$ cat src/rtl/idiv53_share_ctrl.sv
// idiv53_share_ctrl: round-robin controller sharing one idiv53 divider
// between NREQ requesters. Latches operands, pulses the divider start,
// waits for ready (with watchdog) and returns the response to the owner.
module idiv53_share_ctrl #(
  parameter int NREQ    = 2,
  parameter int TIMEOUT = 63
) (
  input  logic              i_clk,
  input  logic              i_nrst,
  input  logic [NREQ-1:0]   i_req_valid,
  output logic [NREQ-1:0]   o_req_ready,
  input  logic [NREQ*53-1:0] i_req_divident,
  input  logic [NREQ*53-1:0] i_req_divisor,
  output logic [NREQ-1:0]   o_resp_valid,
  output logic [104:0]      o_resp_result,
  output logic [6:0]        o_resp_lshift,
  output logic              o_resp_overflow,
  output logic              o_resp_zero_resid,
  output logic              o_resp_timeout,
  output logic              o_div_ena,
  output logic [52:0]       o_div_divident,
  output logic [52:0]       o_div_divisor,
  input  logic              i_div_rdy,
  input  logic [104:0]      i_div_result,
  input  logic [6:0]        i_div_lshift,
  input  logic              i_div_overflow,
  input  logic              i_div_zero_resid,
  output logic              o_busy
);

  localparam int PW = (NREQ > 1) ? $clog2(NREQ) : 1;
  localparam int WW = $clog2(TIMEOUT + 2);

  typedef enum logic [1:0] {
    S_IDLE,
    S_ISSUE,
    S_WAIT,
    S_RESP
  } state_t;

  state_t          state, state_nxt;
  logic [PW-1:0]   rr_ptr;
  logic [PW-1:0]   owner;
  logic [WW-1:0]   watchdog;
  logic [52:0]     opa, opb;
  logic [104:0]    res_result;
  logic [6:0]      res_lshift;
  logic            res_overflow;
  logic            res_zero_resid;
  logic            res_timeout;

  logic            grant_hit;
  logic [PW-1:0]   grant_idx;
  logic [52:0]     sel_divident;
  logic [52:0]     sel_divisor;
  logic            hs;
  logic            wd_expired;

  // Round-robin search starting at rr_ptr; first valid requester wins.
  always_comb begin
    grant_hit = 1'b0;
    grant_idx = '0;
    for (int unsigned i = 0; i < NREQ; i++) begin
      int unsigned idx;
      idx = (int'(rr_ptr) + i) % NREQ;
      if (!grant_hit && i_req_valid[idx]) begin
        grant_hit = 1'b1;
        grant_idx = PW'(idx);
      end
    end
    sel_divident = i_req_divident[int'(grant_idx)*53 +: 53];
    sel_divisor  = i_req_divisor[int'(grant_idx)*53 +: 53];
    hs           = (state == S_IDLE) && grant_hit;
    wd_expired   = (watchdog == WW'(TIMEOUT));
  end

  // State register.
  always_ff @(posedge i_clk) begin
    if (!i_nrst) state <= S_IDLE;
    else         state <= state_nxt;
  end

  // Next-state logic; div-by-zero skips the divider entirely.
  always_comb begin
    state_nxt = state;
    case (state)
      S_IDLE:  if (hs) state_nxt = (sel_divisor == '0) ? S_RESP : S_ISSUE;
      S_ISSUE: state_nxt = S_WAIT;
      S_WAIT:  if (i_div_rdy || wd_expired) state_nxt = S_RESP;
      S_RESP:  state_nxt = S_IDLE;
      default: state_nxt = S_IDLE;
    endcase
  end

  // Datapath: operand latch, watchdog, response capture, rr pointer.
  always_ff @(posedge i_clk) begin
    if (!i_nrst) begin
      rr_ptr         <= '0;
      owner          <= '0;
      watchdog       <= '0;
      opa            <= '0;
      opb            <= '0;
      res_result     <= '0;
      res_lshift     <= '0;
      res_overflow   <= 1'b0;
      res_zero_resid <= 1'b0;
      res_timeout    <= 1'b0;
    end else begin
      case (state)
        S_IDLE: begin
          if (hs) begin
            owner <= grant_idx;
            opa   <= sel_divident;
            opb   <= sel_divisor;
            if (sel_divisor == '0) begin
              res_result     <= '1;
              res_lshift     <= '0;
              res_overflow   <= 1'b1;
              res_zero_resid <= 1'b0;
              res_timeout    <= 1'b0;
            end
          end
        end
        S_ISSUE: watchdog <= '0;
        S_WAIT: begin
          watchdog <= watchdog + 1'b1;
          // rdy takes priority over a simultaneous watchdog expiry
          if (i_div_rdy) begin
            res_result     <= i_div_result;
            res_lshift     <= i_div_lshift;
            res_overflow   <= i_div_overflow;
            res_zero_resid <= i_div_zero_resid;
            res_timeout    <= 1'b0;
          end else if (wd_expired) begin
            res_result     <= '0;
            res_lshift     <= '0;
            res_overflow   <= 1'b1;
            res_zero_resid <= 1'b0;
            res_timeout    <= 1'b1;
          end
        end
        S_RESP: rr_ptr <= (owner == PW'(NREQ - 1)) ? '0 : owner + 1'b1;
        default: ;
      endcase
    end
  end

  // Output decode from state and registered datapath.
  always_comb begin
    o_req_ready       = hs ? (NREQ'(1) << grant_idx) : '0;
    o_resp_valid      = (state == S_RESP) ? (NREQ'(1) << owner) : '0;
    o_div_ena         = (state == S_ISSUE);
    o_busy            = (state != S_IDLE);
    o_div_divident    = opa;
    o_div_divisor     = opb;
    o_resp_result     = res_result;
    o_resp_lshift     = res_lshift;
    o_resp_overflow   = res_overflow;
    o_resp_zero_resid = res_zero_resid;
    o_resp_timeout    = res_timeout;
  end

endmodule

$ cat config.mk
export PLATFORM = sky130hd
export DESIGN_NAME = idiv53_share_ctrl
export DESIGN_NICKNAME = d
export VERILOG_FILES = /design/src/rtl/idiv53_share_ctrl.sv
export SDC_FILE = /design/constraint.sdc
export NUM_CORES = 1
export LEC_CHECK = 0
export BUFFER_PORTS_ARGS = -buffer_cell sky130_fd_sc_hd__buf_4
export CORE_AREA = 2 2 220 222
export DETAILED_ROUTE_END_ITERATION = 10
export DIE_AREA = 0 0 222 224
export PLACE_DENSITY_LB_ADDON = 0.08
export SYNTH_ARGS = -nofsm -noshare
export SYNTH_HDL_FRONTEND = slang
export SYNTH_SLANG_ARGS = --single-unit
export TNS_END_PERCENT = 20
$ cat constraint.sdc
create_clock -name i_clk -period 5.2 [get_ports i_clk]
set_input_delay 0.52 -clock i_clk [delete_from_list [all_inputs] [get_ports i_clk]]
set_output_delay 0.52 -clock i_clk [all_outputs]
set_load 0.01 [all_outputs]
==> results.py, run 1 <==
metrics = {
    "status": {
        "outcome": "finished clean",
    },
    "worst_hold_path": {
        "hold_depth": 3,
        "worstHoldStart": "i_req_divident[58]",
        "hold_class": "in -> reg",
    },
    "cts": {
        "root_buffer": "clkbuf_16",
        "htreeDepth": 1,
        "post_cts_buffers": 0,
        "cts-buffers-inserted": 30,
        "clkLatencyLatePin_ns": 0.57,
        "clock_path_buffers": 3,
        "clock-sinks": 232,
        "post_cts_resized": 0,
        "clkTransAtPathRegs_ns": 0.06,
        "hold_buffers": 0,
        "cts_tree": "done",
    },
    "timing": {
        "slew_violations": 0,
        "rsz0062_at_grt": "no",
        "fin_crit_ns": 3.144,
        "tns_ns": 0,
        "relSlewSlack_pct": 31.53,
        "finalClockSkew_ns": 0.01604,
        "worstMarginPinSlew_ns": 1.027,
        "finalWorstSetupSlack_ns": 2.056,
        "fmax_mhz": 318.1,
        "finalSetupViolations": 0,
        "hold_viol_final": 0,
        "fin_crit_sh_pct": 60.45,
    },
    "die": {
        "die_h_um": 224,
        "core_area_um2": 47350,
        "initial_core_util_pct": 20.27,
        "io_pins": 558,
        "die_w_um": 222,
        "rows": 80,
        "floorplan.die_area_um2": 49730,
    },
    "drt": {
        "drt-pass1-iter-count": 5,
        "totalWireLength_um": 43260,
        "via_per_inst": 4.625,
        "met2_length_um": 20780,
        "met1Wirelength_um": 17400,
        "vias": 9921,
        "first_iter_violations": 663,
        "wl_met3_um": 3836,
        "route.detailed.drc": 0,
        "ant_nets": 0,
        "highest_layer": "met4",
        "avgRoutedWirePerCell_um": 20.17,
    },
    "critical_path": {
        "crit_required_ns": 4.68,
        "r2r_cells": 7,
        "worst_r2r_startpoint": "state[0]",
        "worstSetupStartpoint": "rr_ptr",
        "arrival_ns": 2.62,
        "path_class": "reg -> out",
        "critPathMaxFanout": 55,
        "worstSetupEndpointType": "output port",
        "start_kind": "flip-flop",
    },
    "pwr": {
        "power.internal_mw": 4.220,
        "switching_share_pct": 31.88,
        "p_comb_share_pct": 29.9,
        "vdd_drop_max_v": 0.0002507,
        "p_clk_share_pct": 33.8,
        "pwr-share-seq_pct": 36.2,
        "p_per_area_nw_per_um2": 406.1,
        "p_total_mw": 6.196,
        "p_leak_nw": 6.650,
        "power.net_switching_mw": 1.975,
    },
    "layout": {
        "area_delta_synth_final_pct": 58.95,
        "nNetsFinal": 1842,
        "final_area_um2": 15260,
        "drive_above_1_share_pct": 44.47,
        "final_util_pct": 32.23,
    },
    "placement": {
        "gp_congestion": 0.7718,
        "portBuffers": 557,
        "place_area_um2": 14270,
        "hpwl_um": 30770,
        "place_ws_ns": 1.667,
    },
    "yosys": {
        "synth_area_um2": 9599,
        "ys_top_cells_by_area": "dfxtp_1 48%, and2_1 6.9%, o221a_2 6.3%",
        "ys_ff_latch": 232,
        "synthCells": 1004,
        "ys_seq_area_share_pct": 48.38,
        "yosysUniqueCellTypes": 42,
        "yosysTopAreaCell": "dfxtp_1",
        "syn_nets": 1341,
        "synth_top_area_share_pct": 48.38,
        "syn_avg_cell_area_um2": 9.561,
        "ys_warn_count": 0,
    },
    "grt": {
        "grt_max_degree": 115,
        "grt_pass1_vias": 10290,
        "grt_overflow": 0,
        "grtUsageTotal_pct": 16.45,
        "grt_pass1_wl_um": 63880,
        "antenna_found_initial": 1,
    },
    "run": {
        "max_cap_violations": 0,
    },
}
worst max-delay path, cell delays in order (launching register included):
cell and delay (ns):
dfxtp_1 0.31, nor2b_1 0.34, nand2b_2 0.22, buf_4 0.53, nor2_4 0.02, buf_4 0.30, buf_4 0.25
power by group through the flow:
stage | Sequential (mW) | Clock (mW) | Combinational, mW
5_1_grt | 2.28 | 2.23 | 2.02
3_3_place_gp | 2.28 | 0 | 1.89
2_1_floorplan | 2.39 | 0 | 0.792
3_5_place_dp | 2.28 | 0 | 1.89
6_report | 2.24 | 2.10 | 1.85
4_1_cts | 2.25 | 2.18 | 1.89
through the flow:
stage / instances / hold slack (ns)
finish: 2145 / 0.1894
global route: 2145 / 0.1828
CTS: 2144 / 0.1528
detailed placement: 2088 / 0.4510
global placement: 2088 / 0.4428
floorplan: 1004 / 0.4566
layout by cell type (no fill, tap or decap), types with 6 or more instances in the layout:
cell type / count
a21oi_1: 6
a222oi_1: 53
a311oi_1: 53
and2_1: 106
buf_4: 567
clkbuf_1: 11
clkbuf_16: 31
clkbuf_8: 8
dfxtp_1: 232
ha_1: 6
inv_1: 7
mux2i_1: 8
nand2_1: 138
nor2_1: 114
nor4_1: 24
o221a_1: 52
o221a_2: 54
sequential cells by signal (all words and copies together), names as in the netlist:
signal	count
watchdog	7
o_div_divisor	53
o_resp_timeout	1
o_div_divident	53
rr_ptr	1
owner	1
state	2
o_resp_lshift	7
o_resp_zero_resid	1
o_resp_overflow	1
o_resp_result	105
cell type report:
cell class                 count  area [um^2]
fill                        4986        32090
tap                          615        769.5
antenna                        1        2.502
multi-input combinational    664         4526
clock buffer                  50        927.1
inverter                       8        31.28
timing repair buffer         569         4297
clock inverter                 6        61.31
sequential                   232         4644
logic make-up (layout without fill, tap and decap cells):
| family | Yosys count | after routing | synth area share (%) |
|---|---|---|---|
| compound gates | 235 | 235 | 24.30 |
| xor+xnor | 3 | 3 | 0.2738 |
| fa+ha+maj | 6 | 6 | 0.7820 |
| simple gates | 411 | 411 | 20.23 |
| mux | 9 | 9 | 0.9515 |
| flops | 232 | 232 | 48.38 |
| buf+inv | 108 | 633 | 5.083 |
| other cells | 0 | 1 | 0 |
final timing paths:
path / slack, ns / end
setup / recovery: 2.06 / o_req_ready[1]
hold reg to reg: 0.46 / o_resp_lshift[4]
hold / removal: 0.19 / o_div_divident[5]
setup reg to reg: 2.47 / o_div_divisor[24]
synth_stat cells (all sizes together):
master   count
ha           6
nand2      138
o21a         2
nand3b       2
nor3         3
dfxtp      232
o22ai        2
xnor2        1
nand4        4
a22oi        1
a311oi      53
a21oi        7
and2       106
nand3        2
nor4        26
buf         26
o221a      106
inv          8
a221oi       1
o2111ai      1
nand2b       3
mux2i        8
nor2b        3
or4          2
a21o         1
clkbuf      74
o21ai        6
and3         1
o221ai       1
nor2       118
a31oi        1
xor2         2
a222oi      53
or3          3
mux2         1
routing by layer:
layer | up-vias | global-route usage (%)
li1 | 4765 | -
met1 | 4701 | 19.40
met2 | 391 | 27.78
met3 | 64 | 5.575
met4 | 0 | 5.841
met5 | - | 0
No activity file was read; power rests on OpenSTA's default activity.
==> run 2, diff against run 1 <==
--- a/config.mk
+++ b/config.mk
@@ -6,9 +6,9 @@
 export NUM_CORES = 1
 export LEC_CHECK = 0
 export BUFFER_PORTS_ARGS = -buffer_cell sky130_fd_sc_hd__buf_4
-export CORE_AREA = 2 2 220 222
+export CORE_AREA = 2 2 214 216
 export DETAILED_ROUTE_END_ITERATION = 10
-export DIE_AREA = 0 0 222 224
+export DIE_AREA = 0 0 216 218
 export PLACE_DENSITY_LB_ADDON = 0.08
 export SYNTH_ARGS = -nofsm -noshare
 export SYNTH_HDL_FRONTEND = slang
==> constraint.sdc (replaced) <==
create_clock -name i_clk -period 3.3 [get_ports i_clk]
set_input_delay 0.33 -clock i_clk [delete_from_list [all_inputs] [get_ports i_clk]]
set_output_delay 0.33 -clock i_clk [all_outputs]
set_load 0.01 [all_outputs]
==> results.py, run 2 (same netlist as run 1, synthesis figures left out) <==
metrics = {
    "cts": {
        "clock-sinks": 232,
        "cts_tree": "done",
        "post_cts_buffers": 0,
        "htreeDepth": 1,
        "post_cts_resized": 0,
        "cts-buffers-inserted": 30,
        "root_buffer": "clkbuf_16",
        "clkTransAtPathRegs_ns": 0.06,
        "clkLatencyLatePin_ns": 0.56,
        "clock_path_buffers": 3,
    },
    "pwr": {
        "power.internal_mw": 7.127,
        "p_per_area_nw_per_um2": 629.2,
        "switching_share_pct": 30.91,
        "vdd_drop_max_v": 0.0003075,
        "p_comb_share_pct": 31.4,
        "p_total_mw": 10.32,
        "power.net_switching_mw": 3.189,
        "p_leak_nw": 7.140,
        "pwr-share-seq_pct": 34.3,
        "p_clk_share_pct": 34.4,
    },
    "critical_path": {
        "worstSetupStartpoint": "state[0]",
        "crit_required_ns": 3.79,
        "arrival_ns": 3.31,
        "worst_r2r_startpoint": "state[0]",
        "start_kind": "flip-flop",
        "slowest_delay_ns": 0.60,
        "r2r_cells": 8,
        "slowest_stage": "dlygate4sd3_1",
        "worstSetupEndpointType": "flip-flop",
        "path_class": "reg -> reg",
        "cpMostUsedCell": "inv_1",
        "critPathMaxFanout": 20,
        "crit_chain": "inv_1, ha_1, inv_1, nor2_4, buf_4, a222oi_1, dlygate4sd3_1, nor2_1",
    },
    "drt": {
        "via_per_inst": 4.663,
        "drt-pass1-iter-count": 6,
        "totalWireLength_um": 43940,
        "ant_nets": 0,
        "first_iter_violations": 756,
        "avgRoutedWirePerCell_um": 19.70,
        "vias": 10400,
        "route.detailed.drc": 0,
    },
    "grt": {
        "grt-busiest-layer": "met2",
        "grtUsageTotal_pct": 17.40,
        "grt_pass1_vias": 10520,
        "met2_usage_pct": 29.43,
        "grt_overflow": 0,
        "grt_max_degree": 75,
        "grt_use_met1_pct": 21.48,
        "antenna_found_initial": 0,
        "grt_pass1_wl_um": 64250,
        "met3_usage_pct": 5.160,
    },
    "timing": {
        "finalClockSkew_ns": 0.009938,
        "rsz0062_at_grt": "no",
        "finalSetupViolations": 0,
        "fmax_mhz": 354.6,
        "slew_violations": 0,
        "tns_ns": 0,
        "worstMarginPinSlew_ns": 0.9667,
        "fin_crit_sh_pct": 85.46,
        "relSlewSlack_pct": 35.49,
        "fin_crit_ns": 2.820,
        "hold_viol_final": 0,
    },
    "worst_hold_path": {
        "hold_class": "in -> reg",
        "hold_depth": 3,
        "worstHoldStart": "i_req_divident[30]",
    },
    "layout": {
        "nNetsFinal": 1945,
        "area_delta_synth_final_pct": 70.80,
        "fillCellCount": 4676,
        "final_common_cell": "buf_4",
        "largest_register_ffs": 105,
        "register_area_um2": 4644,
        "multiInputGateArea_um2": 4532,
        "insertedDiodeCount": 0,
        "drive_above_1_share_pct": 43.13,
        "layoutNonFillerInstCount": 2230,
        "final_util_pct": 36.52,
        "final_cell_mix": "576 x buf_4, 232 x dfxtp_1, 138 x nand2_1, 114 x nor2_1, 106 x and2_1",
    },
    "placement": {
        "hpwl_um": 31300,
        "gp_congestion": 0.8202,
        "dpl.cell_count": 2089,
        "portBuffers": 557,
    },
    "die": {
        "die_w_um": 216,
        "floorplan.die_area_um2": 47090,
        "io_pins": 558,
        "rows": 78,
        "die_h_um": 218,
        "core_area_um2": 44890,
        "initial_core_util_pct": 21.38,
    },
    "status": {
        "outcome": "finished clean",
    },
    "run": {
        "max_cap_violations": 0,
    },
}
==> run 2: changes by cell type in the layout (fill, tap and decap cells not counted), moves of 2 or more <==
cell	delta
dlygate4sd3_1	+86
bufinv_16	+3
buf_12	+7
clkinv_2	+2
clkbuf_1	-8
buf_4	+9
==> run 2: worst max-delay path: cells and delay by family, from the launching register on <==
kind | cells | cell delay (ns)
flip-flops | 1 | 0.32
AO/OA/AOI/OAI | 1 | 0.08
AND/OR/NAND/NOR | 2 | 0.65
buffers and inverters | 4 | 1.31
adder cells (fa/ha/maj) | 1 | 0.37
==> run 2: worst paths after layout <==
check	end	slack, ns
worst max-delay path	o_div_divident[36]	0.48
worst min-delay path	o_div_divident[30]	0.03
worst max register to register	o_div_divident[36]	0.48
worst min register to register	o_resp_lshift[6]	0.46
==> run 2: routing by layer <==
layer  share of wire, %  vias to the layer above  wire, um
met5                  0                        -         0
met4                2.4                        0      1066
met3                8.0                       66      3496
met2                 49                      424     21320
met1                 41                     4923     18050
li1                   -                     4985         -
==> run 2: layout make-up <==
type                    count  share of cell area, %
multi-input cells         665                  27.64
clock inverters            11                 0.9844
repair buffers            671                  32.72
clock buffers              43                  5.556
well taps                 600                  4.579
flip-flops and latches    232                  28.33
inverters                   8                 0.1908
==> run 2: power by group through the flow <==
| stage | clock (mW) | sequential (mW) | combinational, mW |
|---|---|---|---|
| floorplan | 0 | 3.77 | 1.25 |
| global placement | 0 | 3.58 | 3.03 |
| detailed placement | 0 | 3.59 | 3.04 |
| CTS | 3.68 | 3.54 | 3.26 |
| global route | 3.79 | 3.59 | 3.50 |
| finish | 3.54 | 3.54 | 3.23 |
==> run 2: stage by stage <==
step,hold slack (ns),instance area (um^2),setup slack (ns)
finish,0.02506,16400,0.4799
global route,0.006049,16400,0.2343
CTS,0.00003564,16390,0.1464
detailed placement,0.4576,14460,0.5219
global placement,0.4466,14460,0.5656
floorplan,0.4566,9599,1.102
==> run 2: repair_timing <==
action | in CTS | in global routing
endpoints found under the hold margin | 59 | 0
hold buffers | 86 | 0
endpoints found under the setup margin | 0 | 6
